## src/rtl/multicycle_controller.sv

```systemverilog
// Multicycle MIPS control FSM: sequences fetch/decode/execute/memory/writeback with a ready handshake.
// Optional MC_CTRL_ILLEGAL_TRAP_EN adds an illegal output and a sticky TRAP state for unknown op/funct.
module multicycle_controller #(
  parameter int unsigned ALUCTRL_W = 3,
  parameter int unsigned OP_W      = 6
) (
  input  logic                 clk,
  input  logic                 reset,
  input  logic [OP_W-1:0]      op,
  input  logic [OP_W-1:0]      funct,
  input  logic                 zero,
  input  logic                 mem_ready,
  output logic                 mem_req,
  output logic                 memwrite,
  output logic                 iord,
  output logic                 irwrite,
  output logic                 pcen,
  output logic [1:0]           pcsrc,
  output logic                 alusrca,
  output logic [1:0]           alusrcb,
  output logic                 zeroextend,
  output logic                 regdst,
  output logic                 memtoreg,
  output logic                 regwrite,
  output logic [ALUCTRL_W-1:0] alucontrol
`ifdef MC_CTRL_ILLEGAL_TRAP_EN
  ,
  output logic                 illegal
`endif
);

  localparam logic [OP_W-1:0] OP_RTYPE = OP_W'(6'b000000);
  localparam logic [OP_W-1:0] OP_LW    = OP_W'(6'b100011);
  localparam logic [OP_W-1:0] OP_SW    = OP_W'(6'b101011);
  localparam logic [OP_W-1:0] OP_BEQ   = OP_W'(6'b000100);
  localparam logic [OP_W-1:0] OP_BNE   = OP_W'(6'b000101);
  localparam logic [OP_W-1:0] OP_ADDI  = OP_W'(6'b001000);
  localparam logic [OP_W-1:0] OP_ANDI  = OP_W'(6'b001100);
  localparam logic [OP_W-1:0] OP_ORI   = OP_W'(6'b001101);
  localparam logic [OP_W-1:0] OP_J     = OP_W'(6'b000010);

  localparam logic [2:0] ALU_ADD = 3'b010;
  localparam logic [2:0] ALU_SUB = 3'b110;
  localparam logic [2:0] ALU_AND = 3'b000;
  localparam logic [2:0] ALU_OR  = 3'b001;
  localparam logic [2:0] ALU_SLT = 3'b111;

  typedef enum logic [3:0] {
    S_FETCH,
    S_DECODE,
    S_MEMADR,
    S_MEMRD,
    S_MEMWB,
    S_MEMWR,
    S_EXECUTE,
    S_ALUWB,
    S_BRANCH,
    S_IMMEX,
    S_IMMWB,
    S_JUMP
`ifdef MC_CTRL_ILLEGAL_TRAP_EN
    ,
    S_TRAP
`endif
  } state_e;

  state_e     state_q, state_d;
  logic [2:0] funct_alu;
  logic       funct_known;
  logic [2:0] alu3;
  logic       illegal_d;

  always_comb begin
    funct_alu   = ALU_ADD;
    funct_known = 1'b1;
    case (funct)
      OP_W'(6'b100000): funct_alu = ALU_ADD;
      OP_W'(6'b100010): funct_alu = ALU_SUB;
      OP_W'(6'b100100): funct_alu = ALU_AND;
      OP_W'(6'b100101): funct_alu = ALU_OR;
      OP_W'(6'b101010): funct_alu = ALU_SLT;
      default:          funct_known = 1'b0;
    endcase
  end

  always_comb begin
    state_d = state_q;
    case (state_q)
      S_FETCH:  if (mem_ready) state_d = S_DECODE;
      S_DECODE: begin
        if (op == OP_LW || op == OP_SW)                       state_d = S_MEMADR;
        else if (op == OP_RTYPE)                              state_d = S_EXECUTE;
        else if (op == OP_BEQ || op == OP_BNE)                state_d = S_BRANCH;
        else if (op == OP_ADDI || op == OP_ANDI || op == OP_ORI) state_d = S_IMMEX;
        else if (op == OP_J)                                  state_d = S_JUMP;
        else begin
`ifdef MC_CTRL_ILLEGAL_TRAP_EN
          state_d = S_TRAP;
`else
          state_d = S_FETCH;
`endif
        end
      end
      S_MEMADR: begin
        if (op == OP_LW)      state_d = S_MEMRD;
        else if (op == OP_SW) state_d = S_MEMWR;
        else                  state_d = S_FETCH;
      end
      S_MEMRD:  if (mem_ready) state_d = S_MEMWB;
      S_MEMWR:  if (mem_ready) state_d = S_FETCH;
      S_EXECUTE: begin
`ifdef MC_CTRL_ILLEGAL_TRAP_EN
        state_d = funct_known ? S_ALUWB : S_TRAP;
`else
        state_d = S_ALUWB;
`endif
      end
      S_IMMEX:  state_d = S_IMMWB;
`ifdef MC_CTRL_ILLEGAL_TRAP_EN
      S_TRAP:   state_d = S_TRAP;
`endif
      default:  state_d = S_FETCH;
    endcase
  end

  always_ff @(posedge clk) begin
    if (reset) state_q <= S_FETCH;
    else       state_q <= state_d;
  end

  // Outputs are a combinational decode of state_q so that reset forces them
  // inactive in the same cycle and pcen/irwrite can follow mem_ready/zero.
  always_comb begin
    mem_req    = 1'b0;
    memwrite   = 1'b0;
    iord       = 1'b0;
    irwrite    = 1'b0;
    pcen       = 1'b0;
    pcsrc      = 2'b00;
    alusrca    = 1'b0;
    alusrcb    = 2'b00;
    zeroextend = 1'b0;
    regdst     = 1'b0;
    memtoreg   = 1'b0;
    regwrite   = 1'b0;
    alu3       = ALU_ADD;
    illegal_d  = 1'b0;
    if (!reset) begin
      case (state_q)
        S_FETCH: begin
          mem_req = 1'b1;
          alusrcb = 2'b01;
          irwrite = mem_ready;
          pcen    = mem_ready;
        end
        S_DECODE: alusrcb = 2'b11;
        S_MEMADR: begin
          alusrca = 1'b1;
          alusrcb = 2'b10;
        end
        S_MEMRD: begin
          mem_req = 1'b1;
          iord    = 1'b1;
        end
        S_MEMWB: begin
          memtoreg = 1'b1;
          regwrite = 1'b1;
        end
        S_MEMWR: begin
          mem_req  = 1'b1;
          memwrite = 1'b1;
          iord     = 1'b1;
        end
        S_EXECUTE: begin
          alusrca = 1'b1;
          alu3    = funct_alu;
        end
        S_ALUWB: begin
          regdst   = 1'b1;
          regwrite = 1'b1;
        end
        S_BRANCH: begin
          alusrca = 1'b1;
          alu3    = ALU_SUB;
          pcsrc   = 2'b01;
          pcen    = (op == OP_BEQ && zero) || (op == OP_BNE && !zero);
        end
        S_IMMEX: begin
          alusrca    = 1'b1;
          alusrcb    = 2'b10;
          zeroextend = (op == OP_ANDI) || (op == OP_ORI);
          if (op == OP_ANDI)     alu3 = ALU_AND;
          else if (op == OP_ORI) alu3 = ALU_OR;
          else                   alu3 = ALU_ADD;
        end
        S_IMMWB: begin
          regwrite   = 1'b1;
          zeroextend = (op == OP_ANDI) || (op == OP_ORI);
        end
        S_JUMP: begin
          pcsrc = 2'b10;
          pcen  = 1'b1;
        end
`ifdef MC_CTRL_ILLEGAL_TRAP_EN
        S_TRAP: illegal_d = 1'b1;
`endif
        default: ;
      endcase
    end
  end

  assign alucontrol = ALUCTRL_W'(alu3);

`ifdef MC_CTRL_ILLEGAL_TRAP_EN
  assign illegal = illegal_d;
`else
  logic unused_ok;
  assign unused_ok = illegal_d ^ funct_known;
`endif

endmodule

```

## config.mk

```make
export PLATFORM = sky130hd
export DESIGN_NAME = multicycle_controller
export DESIGN_NICKNAME = d
export VERILOG_FILES = /design/src/rtl/multicycle_controller.sv
export SDC_FILE = /design/constraint.sdc
export NUM_CORES = 1
export LEC_CHECK = 0
export ABC_AREA = 1
export CAP_MARGIN = 20
export CORE_UTILIZATION = 41
export DETAILED_ROUTE_END_ITERATION = 10
export PLACE_DENSITY_LB_ADDON = 0.1
export SETUP_SLACK_MARGIN = 0.05
export SYNTH_ARGS = -nofsm -noshare
export SYNTH_HDL_FRONTEND = slang
export SYNTH_SLANG_ARGS = --single-unit
```

## constraint.sdc

```tcl
create_clock -name clk -period 1.52 [get_ports clk]
set_input_delay 0.304 -clock clk [delete_from_list [all_inputs] [get_ports clk]]
set_output_delay 0.304 -clock clk [all_outputs]
set_load 0.01 [all_outputs]
```

==> results of run 1 <==
logic make-up after synthesis:
group,count (synthesis),synth area share [%]
flip-flops,4,11.0
buffers and inverters,32,16.5
AND/OR/NAND/NOR,88,60.0
AO/OA/AOI/OAI,16,12.5
metrics by stage:
step | TNS, ns | hold slack (ns)
3_5_place_dp | -10.44 | 0.507
2_1_floorplan | 0 | 0.470
3_3_place_gp | -9.60 | 0.496
cell usage after synthesis, drive strengths merged:
library cell   n  area [um^2]
inv           31          116
o2111ai        2         17.5
nor3           5         25.0
buf            1         3.75
o21ai          4         20.0
nand3b         1         20.0
nor4           2         12.5
nand2         33          144
dfxtp          4         80.1
nor2          29          139
nand4          1         6.26
nand3         17         90.1
a21oi         10         53.8
==> metrics.txt, run 1 <==
I/O Buffers=32; Cells after Synth=140; clk buf depth=2; DP Cell Count=224; CTS Hold Bufs=0; Cell Area, Placed=1340 um^2; CTS sink count=4; Last stage=clock tree synthesis (4_1_cts); clock root cell=clkbuf_4; starting density of the core=46.2%; die height=44.1 um; Syn Area/Cell=5.20 um^2; Core Rows=14; I/O Pins=33; Post-Synthesis Cell Area=728 um^2; H-tree levels=1; Netlist cell types=21; hpwl dp=2.22 mm; pre-CTS setup slack=-0.762 ns; postcts setup bufs=16; FF+latch count, synth=4; outcome=stopped before the end; synthesis warning total=0; Final GP Congestion=0.903; post-CTS sizing=144; CTS Buf Count=3; die width=44.1 um; Mapped Nets=156; Seq/Total Area, Yosys=11.0%; Error=[ERROR DPL-0033] detailed placement checks failed during check placement.
==> run 2: changes to the inputs <==
--- a/config.mk
+++ b/config.mk
@@ -7,10 +7,10 @@
 export LEC_CHECK = 0
 export ABC_AREA = 1
 export CAP_MARGIN = 20
-export CORE_UTILIZATION = 41
+export CORE_AREA = 2 2 63 65
 export DETAILED_ROUTE_END_ITERATION = 10
-export PLACE_DENSITY_LB_ADDON = 0.1
-export SETUP_SLACK_MARGIN = 0.05
+export DIE_AREA = 0 0 65 67
+export PLACE_DENSITY_LB_ADDON = 0.15
 export SYNTH_ARGS = -nofsm -noshare
 export SYNTH_HDL_FRONTEND = slang
 export SYNTH_SLANG_ARGS = --single-unit
==> run 2 against run 1 <==
  * The flow now finishes, with violations (setup timing)
  * Synthesized area did not move
  * Synthesized cell count did not move
==> metrics.txt, run 2 <==
number of max-cap violations=0; ys flop type=dfxtp_1; DRC Markers=0; CTS Hold Bufs=0 (unchanged); setup violators final=13; Placeable Area=3610 um^2; Routed WL=2.89 mm; fill count=407; Final GP Congestion=0.859 (-4.8%); sequence of cells on the critical path=nor2_4 > inv_4 > nor2_4 > nor2_2 > nand2_2 > nand2_1 > a21oi_1 > buf_2; worst-path fanout max=4; CP max-delay cell=dfxtp_4; Syn Area/Cell=5.20 um^2 (unchanged); reg2reg start=state_q[3]$_SDFFE_PP0P_; DRT iter0 DRCs=26; Final Worst Setup Slack=-0.131 ns; DRT antenna net count=0; Synth top cells by count=nand2_1 (29), inv_1 (25), nor2_1 (23); clock slew at reported path FFs=0.03 ns; Critical Path Most Common Cell=nor2_4; CP endpoint=alucontrol[0]; number of synthesized flops with an enable pin=0 (unchanged); final hold vios=0; Largest regs=state_q (4); CP Capture Type=primary output; global route overflow=0; number of flip-flops in the largest register=4; Max IR drop VDD=200 uV; DP Cell Count=260 (+16%); Final nets=239; commonest non-fill, non-tap cells in the layout=buf_4 (40), nand2_1 (21), inv_1 (15), nand3_1 (15), buf_2 (15); clock root cell=clkbuf_8; final antenna diode count=0; final non-filler cell total=269; area grow syn2layout=130%; crit path time final=1.65 ns; first-pass GRT wire length=4.94 mm; FMAX=606 MHz; max incr delay on CP=0.36 ns; final worst path period share=109%; clk buf depth=2 (unchanged); worst setup path startpoint=state_q[2]$_SDFFE_PP0P_; synthesis warning total=0 (unchanged); Cells after Synth=140 (unchanged); vias in the first global route=1141; starting density of the core=20.2% (-26 points); hold_ws=0.516 ns; worst reg2reg endpoint=state_q[0]$_SDFFE_PP0P_; Power Dens Cells=388 nW/um^2; unrepaired setup endpoints after global routing=yes; worst clock skew=0.000448 ns; Post-Synthesis Cell Area=728 um^2 (unchanged); Core Rows=22 (+8); die width=65 um (+47%); routed len/inst=10.7 um; Required @ worst endpoint=1.22 ns; Netlist cell types=21 (unchanged); synth top area cells=nand2_1 (15%), inv_1 (13%), nor2_1 (12%), dfxtp_1 (11%), nand3_1 (11%); Synth area leader=nand2_1; hpwl dp=2.37 mm (+6.6%); drt first pass iters=4; H-tree levels=1 (unchanged); max-slew violations=0; pin count of the biggest net entering global routing=12; WP buf/inv=2; CTS sink count=4 (unchanged); flop-to-flop setup slack=0.11 ns; I/O Pins=33 (unchanged); CP startpoint kind=register; Vias/cell=4.25; cell family with most CP delay=simple AND/OR/NAND/NOR gates; Slew @ Worst Pin=0.264 ns; R2R cell count=13; Clock Latency Late Sink=0.21 ns; I/O Buffers=32 (unchanged); die height=67 um (+52%); Biggest register=state_q; crit path DAT=1.35 ns; P_leak=0.000852 uW; total global-route track usage=14.5%; outcome=complete, but fails checks; most frequent cell after synthesis=nand2_1; share of cells above drive strength 1=59.7%; Mapped Nets=156 (unchanged); initial antenna violation count=0; Worst Hold Class=reg -> reg; top cell type's share of synthesized area=14.9% (unchanged); Slew HR=82.3%; CTS tree=done; commonest non-fill, non-tap cell in the layout=buf_4; Seq/Total Area, Yosys=11.0% (unchanged); pre-CTS setup slack=-0.733 ns (+0.0287 ns); CP Depth=8; crit path kind=reg -> out; failing checks=setup timing; CTS Buf Count=3 (unchanged); via count=1142; FF+latch count, synth=4 (unchanged); die area=4360 um^2; Async S/R FF share, synth=0% (unchanged)
==> run 2: layout make-up <==
type                    count  area (um^2)  area share, %
repair buffers             79          617           36.9
clock buffers               3         41.3           2.47
well taps                  48         60.1           3.59
flip-flops and latches      4         90.1           5.39
multi-input cells         104          731           43.7
inverters                  31          134           8.00
==> run 2: worst min path at each step <==
stage | slack, ns | endpoint | cells after the start | startpoint
floorplan | 0.47 | state_q[2]$_SDFFE_PP0P_ | 2 | state_q[2]$_SDFFE_PP0P_
global placement | 0.50 | state_q[2]$_SDFFE_PP0P_ | 2 | state_q[2]$_SDFFE_PP0P_
detailed placement | 0.50 | state_q[2]$_SDFFE_PP0P_ | 2 | state_q[2]$_SDFFE_PP0P_
CTS | 0.51 | state_q[2]$_SDFFE_PP0P_ | 2 | state_q[2]$_SDFFE_PP0P_
global route | 0.53 | state_q[2]$_SDFFE_PP0P_ | 2 | state_q[2]$_SDFFE_PP0P_
finish | 0.52 | state_q[2]$_SDFFE_PP0P_ | 2 | state_q[2]$_SDFFE_PP0P_
==> run 2: cell families after synthesis <==
family	share of synthesized area (%)
flip-flops	11.0
buffers and inverters	16.5
AO/OA/AOI/OAI	12.5
AND/OR/NAND/NOR	60.0
==> run 2: worst reg2reg max path: cells and delay by family, from the launching register on <==
kind	cells	cell delay [ns]
DFF	1	0.33
buffers and inverters	6	0.57
AOI/OAI and AO/OA	1	0.05
and+or+nand+nor	6	0.35
==> run 2: power breakdown <==
part           internal, uW  switching, uW  leakage [uW]  total, uW
logic                   152            165      0.000796        317
clock network           168           50.0     0.0000216        218
registers               108           5.16     0.0000349        113
total                   428            220      0.000852        648
==> run 2: metrics by stage <==
step | power, uW | area (um^2) | TNS [ns] | util, %
floorplan | 230 | 728 | 0 | -
global placement | 389 | 1410 | -9.86 | 39.2
detailed placement | 390 | 1410 | -10.01 | 39.2
CTS | 638 | 1590 | -0.989 | 44.1
global route | 697 | 1670 | -1.98 | 46.4
finish | 648 | 1670 | -0.907 | 46.4
==> run 2: layer usage <==
layer	vias to the layer above	part of all wire, %	global-route usage (%)
li1	606	-	-
met1	511	45	19.1
met2	23	51	25.3
met3	2	3.7	2.03
met4	0	0.55	2.39
met5	-	0	0
==> run 2: what timing repair did <==
item	CTS	global route
pin swaps	15	15
setup endpoints to repair	18	18
cloned	0	0
resized for setup	149	18
setup buffers	4	3
(Power assumes the default switching activity.)
